<file path="config.mk">
export PLATFORM = sky130hd
export DESIGN_NAME = bus_target_8227
export DESIGN_NICKNAME = d
export VERILOG_FILES = /design/src/rtl/outel8227_bus_pkg.sv /design/src/rtl/target_timer.sv /design/src/rtl/bus_target_8227.sv
export SDC_FILE = /design/constraint.sdc
export NUM_CORES = 1
export LEC_CHECK = 0
export ABC_AREA = 1
export BUFFER_PORTS_ARGS = -buffer_cell sky130_fd_sc_hd__buf_2
export CAP_MARGIN = 25
export CORE_ASPECT_RATIO = 1.75
export CORE_MARGIN = 2
export CORE_UTILIZATION = 41
export CTS_CLUSTER_SIZE = 40
export DETAILED_ROUTE_END_ITERATION = 8
export PLACE_DENSITY = 0.57
export SLEW_MARGIN = 20
export SYNTH_ARGS = -nofsm -noshare
export SYNTH_HDL_FRONTEND = slang
export SYNTH_HIERARCHICAL = 1
export SYNTH_SLANG_ARGS = --single-unit
</file>
<file path="constraint.sdc">
create_clock -name clk -period 2.05 [get_ports clk]
set_input_delay 0 -clock clk [delete_from_list [all_inputs] [get_ports clk]]
set_output_delay 0 -clock clk [all_outputs]
set_load 0.02 [all_outputs]
</file>
<file path="src/rtl/outel8227_bus_pkg.sv">
// ---------------------------------------------------------------------------
// outel8227_bus_pkg
// Shared definitions for the outel8227 bus target: register offsets inside
// the 16-byte window, CTRL/STATUS bit positions and the read-stall FSM
// state type.
// ---------------------------------------------------------------------------
package outel8227_bus_pkg;

    // Register offsets (address[3:0]); 0x0..SCRATCH_LAST are scratch bytes
    localparam logic [3:0] SCRATCH_LAST = 4'hB;
    localparam logic [3:0] TLO          = 4'hC;
    localparam logic [3:0] THI          = 4'hD;
    localparam logic [3:0] CTRL         = 4'hE;
    localparam logic [3:0] STATUS       = 4'hF;

    localparam int SCRATCH_BYTES = 12;

    // CTRL bit indices
    localparam int CTRL_EN  = 0;  // timer enable
    localparam int CTRL_IE  = 1;  // interrupt enable
    localparam int CTRL_NMI = 2;  // route interrupt to NMI instead of IRQ
    localparam int CTRL_AR  = 3;  // auto-reload on expiry

    // STATUS bit indices
    localparam int STATUS_EXP = 0;  // expired flag, write 1 to clear

    typedef enum logic [1:0] {
        ST_IDLE    = 2'd0,
        ST_STALL   = 2'd1,
        ST_RELEASE = 2'd2
    } stall_state_e;

endpackage

</file>
<file path="src/rtl/target_timer.sv">
// ---------------------------------------------------------------------------
// target_timer
// Bus-strobe counting timer of the outel8227 bus target. Holds the TLO/THI
// reload bytes, the 16-bit down counter and the expired flag.
//
// Ports:
//   clk_i, nrst_i    clock, asynchronous active-low reset
//   strobe_i         bus strobe (one tick per CPU bus cycle)
//   enable_i         CTRL timer enable
//   auto_reload_i    CTRL auto-reload
//   wr_tlo_i         strobe-qualified write to TLO
//   wr_thi_i         strobe-qualified write to THI (also loads the counter)
//   wr_status_i      strobe-qualified write to STATUS (W1C)
//   wdata_i          CPU write data
//   count_o          live counter value
//   flag_o           expired flag
//   auto_disable_o   expiry without auto-reload: request to clear CTRL enable
// ---------------------------------------------------------------------------
module target_timer
    import outel8227_bus_pkg::*;
(
    input  logic        clk_i,
    input  logic        nrst_i,
    input  logic        strobe_i,
    input  logic        enable_i,
    input  logic        auto_reload_i,
    input  logic        wr_tlo_i,
    input  logic        wr_thi_i,
    input  logic        wr_status_i,
    input  logic [7:0]  wdata_i,
    output logic [15:0] count_o,
    output logic        flag_o,
    output logic        auto_disable_o
);

    logic [7:0]  tlo_q, tlo_d;
    logic [7:0]  thi_q, thi_d;
    logic [15:0] cnt_q, cnt_d;
    logic        flag_q, flag_d;
    logic        tick;
    logic        expire;

    assign tick   = strobe_i & enable_i;
    assign expire = tick & (cnt_q == 16'd0);

    always_comb begin
        tlo_d  = tlo_q;
        thi_d  = thi_q;
        cnt_d  = cnt_q;
        flag_d = flag_q;

        if (tick) begin
            if (cnt_q != 16'd0) begin
                cnt_d = cnt_q - 16'd1;
            end else if (auto_reload_i) begin
                cnt_d = {thi_q, tlo_q};
            end
        end

        if (wr_tlo_i) begin
            tlo_d = wdata_i;
        end
        // A THI write loads the counter and overrides any reload this strobe
        if (wr_thi_i) begin
            thi_d = wdata_i;
            cnt_d = {wdata_i, tlo_q};
        end

        // Expiry set takes priority over a simultaneous write-1-to-clear
        if (wr_status_i && wdata_i[STATUS_EXP]) begin
            flag_d = 1'b0;
        end
        if (expire) begin
            flag_d = 1'b1;
        end
    end

    always_ff @(posedge clk_i or negedge nrst_i) begin
        if (!nrst_i) begin
            tlo_q  <= 8'h00;
            thi_q  <= 8'h00;
            cnt_q  <= 16'h0000;
            flag_q <= 1'b0;
        end else begin
            tlo_q  <= tlo_d;
            thi_q  <= thi_d;
            cnt_q  <= cnt_d;
            flag_q <= flag_d;
        end
    end

    assign count_o        = cnt_q;
    assign flag_o         = flag_q;
    assign auto_disable_o = expire & ~auto_reload_i;

endmodule

</file>
<file path="src/rtl/bus_target_8227.sv">
// ---------------------------------------------------------------------------
// bus_target_8227
// Memory-mapped responder on the outel8227 CPU bus, 16-byte window at
// BASE_ADDR. 12 scratch bytes, a strobe-counting timer (TLO/THI/CTRL/STATUS)
// and a read-stall FSM that holds ready low for WAIT_CYCLES bus strobes.
//
// Ports:
//   clk, nrst              clock, asynchronous active-low reset
//   busStrobe              one-clk pulse at the end of each CPU bus cycle
//   address                CPU address
//   readNotWrite           1 = read, 0 = write
//   dataFromCpu            CPU write data
//   dataToCpu              registered read data (0 when not hit)
//   dataDrive              this block owns the CPU data input
//   ready                  0 stalls the current read
//   interruptRequest       active-low IRQ level
//   nonMaskableInterrupt   active-low NMI level
// ---------------------------------------------------------------------------
module bus_target_8227
    import outel8227_bus_pkg::*;
#(
    parameter logic [15:0] BASE_ADDR   = 16'hD000,
    parameter int unsigned WAIT_CYCLES = 1,
    parameter logic [7:0]  RESET_CTRL  = 8'h00
) (
    input  logic        clk,
    input  logic        nrst,
    input  logic        busStrobe,
    input  logic [15:0] address,
    input  logic        readNotWrite,
    input  logic [7:0]  dataFromCpu,
    output logic [7:0]  dataToCpu,
    output logic        dataDrive,
    output logic        ready,
    output logic        interruptRequest,
    output logic        nonMaskableInterrupt
);

    localparam logic [3:0] WAIT_INIT = 4'(WAIT_CYCLES);
    localparam bit         STALL_EN  = (WAIT_CYCLES != 0);

    logic        hit;
    logic        rd_hit;
    logic        wr_en;
    logic [3:0]  off;
    logic [7:0]  rd_data;

    logic [7:0]  scratch_q [SCRATCH_BYTES];
    logic [3:0]  ctrl_q, ctrl_d;
    logic [7:0]  dout_q;
    logic        drive_q;
    logic        irq_q, nmi_q;

    stall_state_e state_q, state_d;
    logic         ready_q, ready_d;
    logic [3:0]   wcnt_q, wcnt_d;

    logic [15:0] count;
    logic        flag;
    logic        auto_disable;

    assign off    = address[3:0];
    assign hit    = (address[15:4] == BASE_ADDR[15:4]);
    assign rd_hit = hit & readNotWrite;
    assign wr_en  = busStrobe & hit & ~readNotWrite;

    target_timer u_timer (
        .clk_i          (clk),
        .nrst_i         (nrst),
        .strobe_i       (busStrobe),
        .enable_i       (ctrl_q[CTRL_EN]),
        .auto_reload_i  (ctrl_q[CTRL_AR]),
        .wr_tlo_i       (wr_en && (off == TLO)),
        .wr_thi_i       (wr_en && (off == THI)),
        .wr_status_i    (wr_en && (off == STATUS)),
        .wdata_i        (dataFromCpu),
        .count_o        (count),
        .flag_o         (flag),
        .auto_disable_o (auto_disable)
    );

    // Read mux: TLO/THI offsets return the live counter, not the reload bytes
    always_comb begin
        rd_data = 8'h00;
        if (off <= SCRATCH_LAST) begin
            rd_data = scratch_q[off];
        end else begin
            case (off)
                TLO:     rd_data = count[7:0];
                THI:     rd_data = count[15:8];
                CTRL:    rd_data = {4'h0, ctrl_q};
                STATUS:  rd_data = {7'h00, flag};
                default: rd_data = 8'h00;
            endcase
        end
    end

    // CPU write to CTRL overrides the timer's auto-disable on the same strobe
    always_comb begin
        ctrl_d = ctrl_q;
        if (auto_disable) begin
            ctrl_d[CTRL_EN] = 1'b0;
        end
        if (wr_en && (off == CTRL)) begin
            ctrl_d = dataFromCpu[3:0];
        end
    end

    // Stall FSM: ready drops on the first clk a hit read is seen, then the
    // read is held for WAIT_CYCLES strobes; leaving the read aborts the stall
    always_comb begin
        state_d = state_q;
        ready_d = ready_q;
        wcnt_d  = wcnt_q;
        case (state_q)
            ST_IDLE: begin
                if (STALL_EN && rd_hit) begin
                    ready_d = 1'b0;
                    wcnt_d  = WAIT_INIT;
                    state_d = ST_STALL;
                end
            end
            ST_STALL: begin
                if (!rd_hit) begin
                    ready_d = 1'b1;
                    state_d = ST_IDLE;
                end else if (busStrobe) begin
                    wcnt_d = wcnt_q - 4'd1;
                    if (wcnt_q == 4'd1) begin
                        ready_d = 1'b1;
                        state_d = ST_RELEASE;
                    end
                end
            end
            ST_RELEASE: begin
                if (!rd_hit) begin
                    ready_d = 1'b1;
                    state_d = ST_IDLE;
                end else if (busStrobe) begin
                    state_d = ST_IDLE;
                end
            end
            default: begin
                ready_d = 1'b1;
                state_d = ST_IDLE;
            end
        endcase
    end

    always_ff @(posedge clk or negedge nrst) begin
        if (!nrst) begin
            state_q <= ST_IDLE;
            ready_q <= 1'b1;
            wcnt_q  <= 4'd0;
        end else begin
            state_q <= state_d;
            ready_q <= ready_d;
            wcnt_q  <= wcnt_d;
        end
    end

    always_ff @(posedge clk or negedge nrst) begin
        if (!nrst) begin
            for (int i = 0; i < SCRATCH_BYTES; i++) begin
                scratch_q[i] <= 8'h00;
            end
        end else if (wr_en && (off <= SCRATCH_LAST)) begin
            scratch_q[off] <= dataFromCpu;
        end
    end

    always_ff @(posedge clk or negedge nrst) begin
        if (!nrst) begin
            ctrl_q  <= RESET_CTRL[3:0];
            dout_q  <= 8'h00;
            drive_q <= 1'b0;
            irq_q   <= 1'b1;
            nmi_q   <= 1'b1;
        end else begin
            ctrl_q  <= ctrl_d;
            dout_q  <= hit ? rd_data : 8'h00;
            drive_q <= rd_hit;
            irq_q   <= ~(flag & ctrl_q[CTRL_IE] & ~ctrl_q[CTRL_NMI]);
            nmi_q   <= ~(flag & ctrl_q[CTRL_IE] &  ctrl_q[CTRL_NMI]);
        end
    end

    assign dataToCpu            = dout_q;
    assign dataDrive            = drive_q;
    assign ready                = ready_q;
    assign interruptRequest     = irq_q;
    assign nonMaskableInterrupt = nmi_q;

endmodule

</file>
==> summary.md <==
| Metric | Value |
|---|---|
| Routability cong. | `0.883` |
| Drt first-iter violations | `414` |
| Sink Count | `151` |
| Leak | `5.09 nW` |
| RSZ-0062 raised after global routing | `false` |
| Worst Tran Pin Value | `657 ps` |
| Number of global-route vias before repair | `7409` |
| Final #Nets | `1138` |
| Endpoints failing setup | `0` |
| Synthesis-to-layout area growth | `15.3%` |
| Final worst path period need | `1780 ps` |
| Site Rows | `68` |
| Post-Synthesis Cells | `1043` |
| Core box area | `19800 um2` |
| Number of synthesized flops with an enable pin | `0` |
| Via density | `5.41` |
| Congestion Overflow GR | `0` |
| MaxCap Viol Count | `0` |
| Critical-path maximum fanout | `4` |
| Via count | `7385` |
| Sequential share of the synthesized area | `45.5%` |
| Die area | `21500 um2` |
| Share of post-route cells with drive strength above 1 | `17.5%` |
| Critical Path RT | `2370 ps` |
| Avg Inst Size Synth | `7.97 um2` |
| Startpoint types | `flop` |
| Commonest non-fill, non-tap cell in the layout | `nand2_1` |
| Fmax | `0.561 GHz` |
| Top FF cell, synth | `dfrtp_1` |
| Global-route wire length before repair | `40.9 mm` |
| Fin cells | `1364` |
| Post_cts resized | `0` |
| Clock Pin Slew Worst Setup and Hold Paths | `70 ps` |
| Final hold violation count | `0` |
| H-tree Lvls | `4` |
| Power Density | `699 nW/um2` |
| Post-Synthesis Cell Area | `8320 um2` |
| Max IR drop VDD | `0.548 mV` |
| Slew Limit Headroom | `56.2%` |
| Clock root buffer | `clkbuf_16` |
| Worst Hold Class | `primary input to flop` |
| Crit. End Element | `flop` |
| Ant diodes | `0` |
| Worst path arrival time | `2100 ps` |
| Most frequent cells in the layout | `nand2_1 (389), dfrtp_1 (148), nand4_1 (102)` |
| TNS Setup | `0 ps` |
| Initial Util | `41.9%` |
| Ys async rst share | `100%` |
| DR DRC count | `0` |
| Final Cycle Share | `87.0%` |
| DR pass1 iterations | `5` |
| Outcome | `complete, no violations` |
| TritonCTS buffer count | `17` |
| Drt wl/cell | `18.6 um` |
| FF+latch count, synth | `151` |
| Worst clock skew | `11.2 ps` |
| Die X | `112 um` |
| Crit path kind | `flop to flop` |
| # IOs | `40` |
| Placed insts | `1326` |
| Clock Latency Late Sink | `440 ps` |
| Slew Limit Fails | `0` |
| GRT Resource Usage Total | `24.7%` |
| Clock tree buffer depth | `2` |
| # port buffers | `39` |
| Die height | `192 um` |
| Routed WL | `25.4 mm` |
| ANT nets after route | `0` |
| Fillers | `1990` |
| CTS tree | `done` |
| DP Wirelength | `17.9 mm` |
| Synth cell types | `47` |
| Largest net degree at the start of global routing | `64` |
| Initial antenna violation count | `0` |
| Tot Pwr | `0.00671 W` |
| Setup WS pre-CTS | `220 ps` |
| Final Worst Setup Slack | `267 ps` |
| Synth warn | `6` |
| Post-Syn Nets | `1075` |
## per-layer routing
metal | routed length [um] | GRT usage, %
met3 | 878 | 3.58
met4 | 906 | 11.4
met2 | 14000 | 46.5
met5 | 0 | 0
met1 | 9690 | 27.3
## critical path, cell delays in order, from the launching register on
cell and delay (ps):
dfrtp_1 400, inv_1 100, buf_4 130, ha_1 210, nand2_1 190, nor2_1 220
nand2_1 80, nand2_1 70, nand3_1 120, nand3_2 100, nand2_1 50
## registers in the layout, summed over array words and instances, names as in the netlist
register and flops:
ctrl_q 4, dataDrive 1, dataToCpu 8, interruptRequest 1
nonMaskableInterrupt 1, ready 1, scratch_q 96, state_q 2
u_timer/count_o 16, u_timer/flag_o 1, u_timer/thi_q 8, u_timer/tlo_q 8
wcnt_q 4
## synth_stat cells (5+ instances only)
cell,instances,area (um2)
buf_2,26,130
mux2_2,5,56.3
inv_1,60,225
nand2_1,389,1460
dfrtp_1,148,3700
nand4_1,102,638
nor2_1,74,278
nand3_2,12,120
clkbuf_8,8,110
nand3_1,43,215
o21ai_0,22,110
nand2_2,14,87.6
clkbuf_4,9,67.6
o22ai_1,26,163
nand3b_1,5,37.5
a21oi_1,21,105
nand3_4,9,158
nor2_2,10,62.6
## power by group
part	leakage [nW]	internal [W]	switching [W]
registers	2.07	0.00298	0.000000316
logic	2.73	0.000125	0.000339
clock network	0.289	0.00198	0.00128
total	5.09	0.00509	0.00162
## stage by stage
stage,hold WS (ps),utilization (%),area [um2]
3_5_place_dp,42.0,45.0,8920
4_1_cts,7.65,48.4,9590
2_1_floorplan,-296,-,8320
3_3_place_gp,44.7,45.0,8920
5_1_grt,28.2,48.4,9590
6_report,30.9,48.4,9590
## repair_timing
action | CTS | global route
hold buffers | 6 | 0
hold endpoints to repair | 79 | 0
setup buffers | 0 | 0
## cell families (layout without fill, tap and decap cells)
kind of cell | Yosys count | count (layout) | synth area share, %
XOR/XNOR | 6 | 6 | 0.632
buffers and inverters | 121 | 197 | 8.23
flip-flops | 151 | 151 | 45.5
AO/OA/AOI/OAI | 86 | 86 | 6.27
adder cells (fa/ha/maj) | 4 | 4 | 0.602
multiplexers | 5 | 5 | 0.677
AND/OR/NAND/NOR | 670 | 670 | 38.1
## area by class of cell
cell class / instances / area (um2) / share of cell area, %
Clock inverter: 11 / 149 / 1.55
Timing Repair Buffer: 101 / 782 / 8.16
Sequential cell: 151 / 3780 / 39.4
Inverter: 64 / 243 / 2.53
Clock buffer: 21 / 460 / 4.80
Multi-Input combinational cell: 771 / 3870 / 40.3
Tap cell: 245 / 307 / 3.20
## worst paths after layout
kind,cells after the start,start,slack (ps),endpoint
max in group asynchronous,3,nrst,1140,ready$_DFFE_PN1P_
setup / recovery,10,u_timer/count_o[0]$_DFFE_PN0P_,270,u_timer/count_o[12]$_DFFE_PN0P_
min in group asynchronous,2,nrst,130,scratch_q[86]$_DFFE_PN0P_
hold / removal,3,dataFromCpu[5],30,u_timer/thi_q[5]$_DFFE_PN0P_
hold reg to reg,1,ctrl_q[2]$_DFFE_PN0P_,450,nonMaskableInterrupt$_DFF_PN1_
setup reg to reg,10,u_timer/count_o[0]$_DFFE_PN0P_,270,u_timer/count_o[12]$_DFFE_PN0P_
Power figures use the tool's default switching activity.
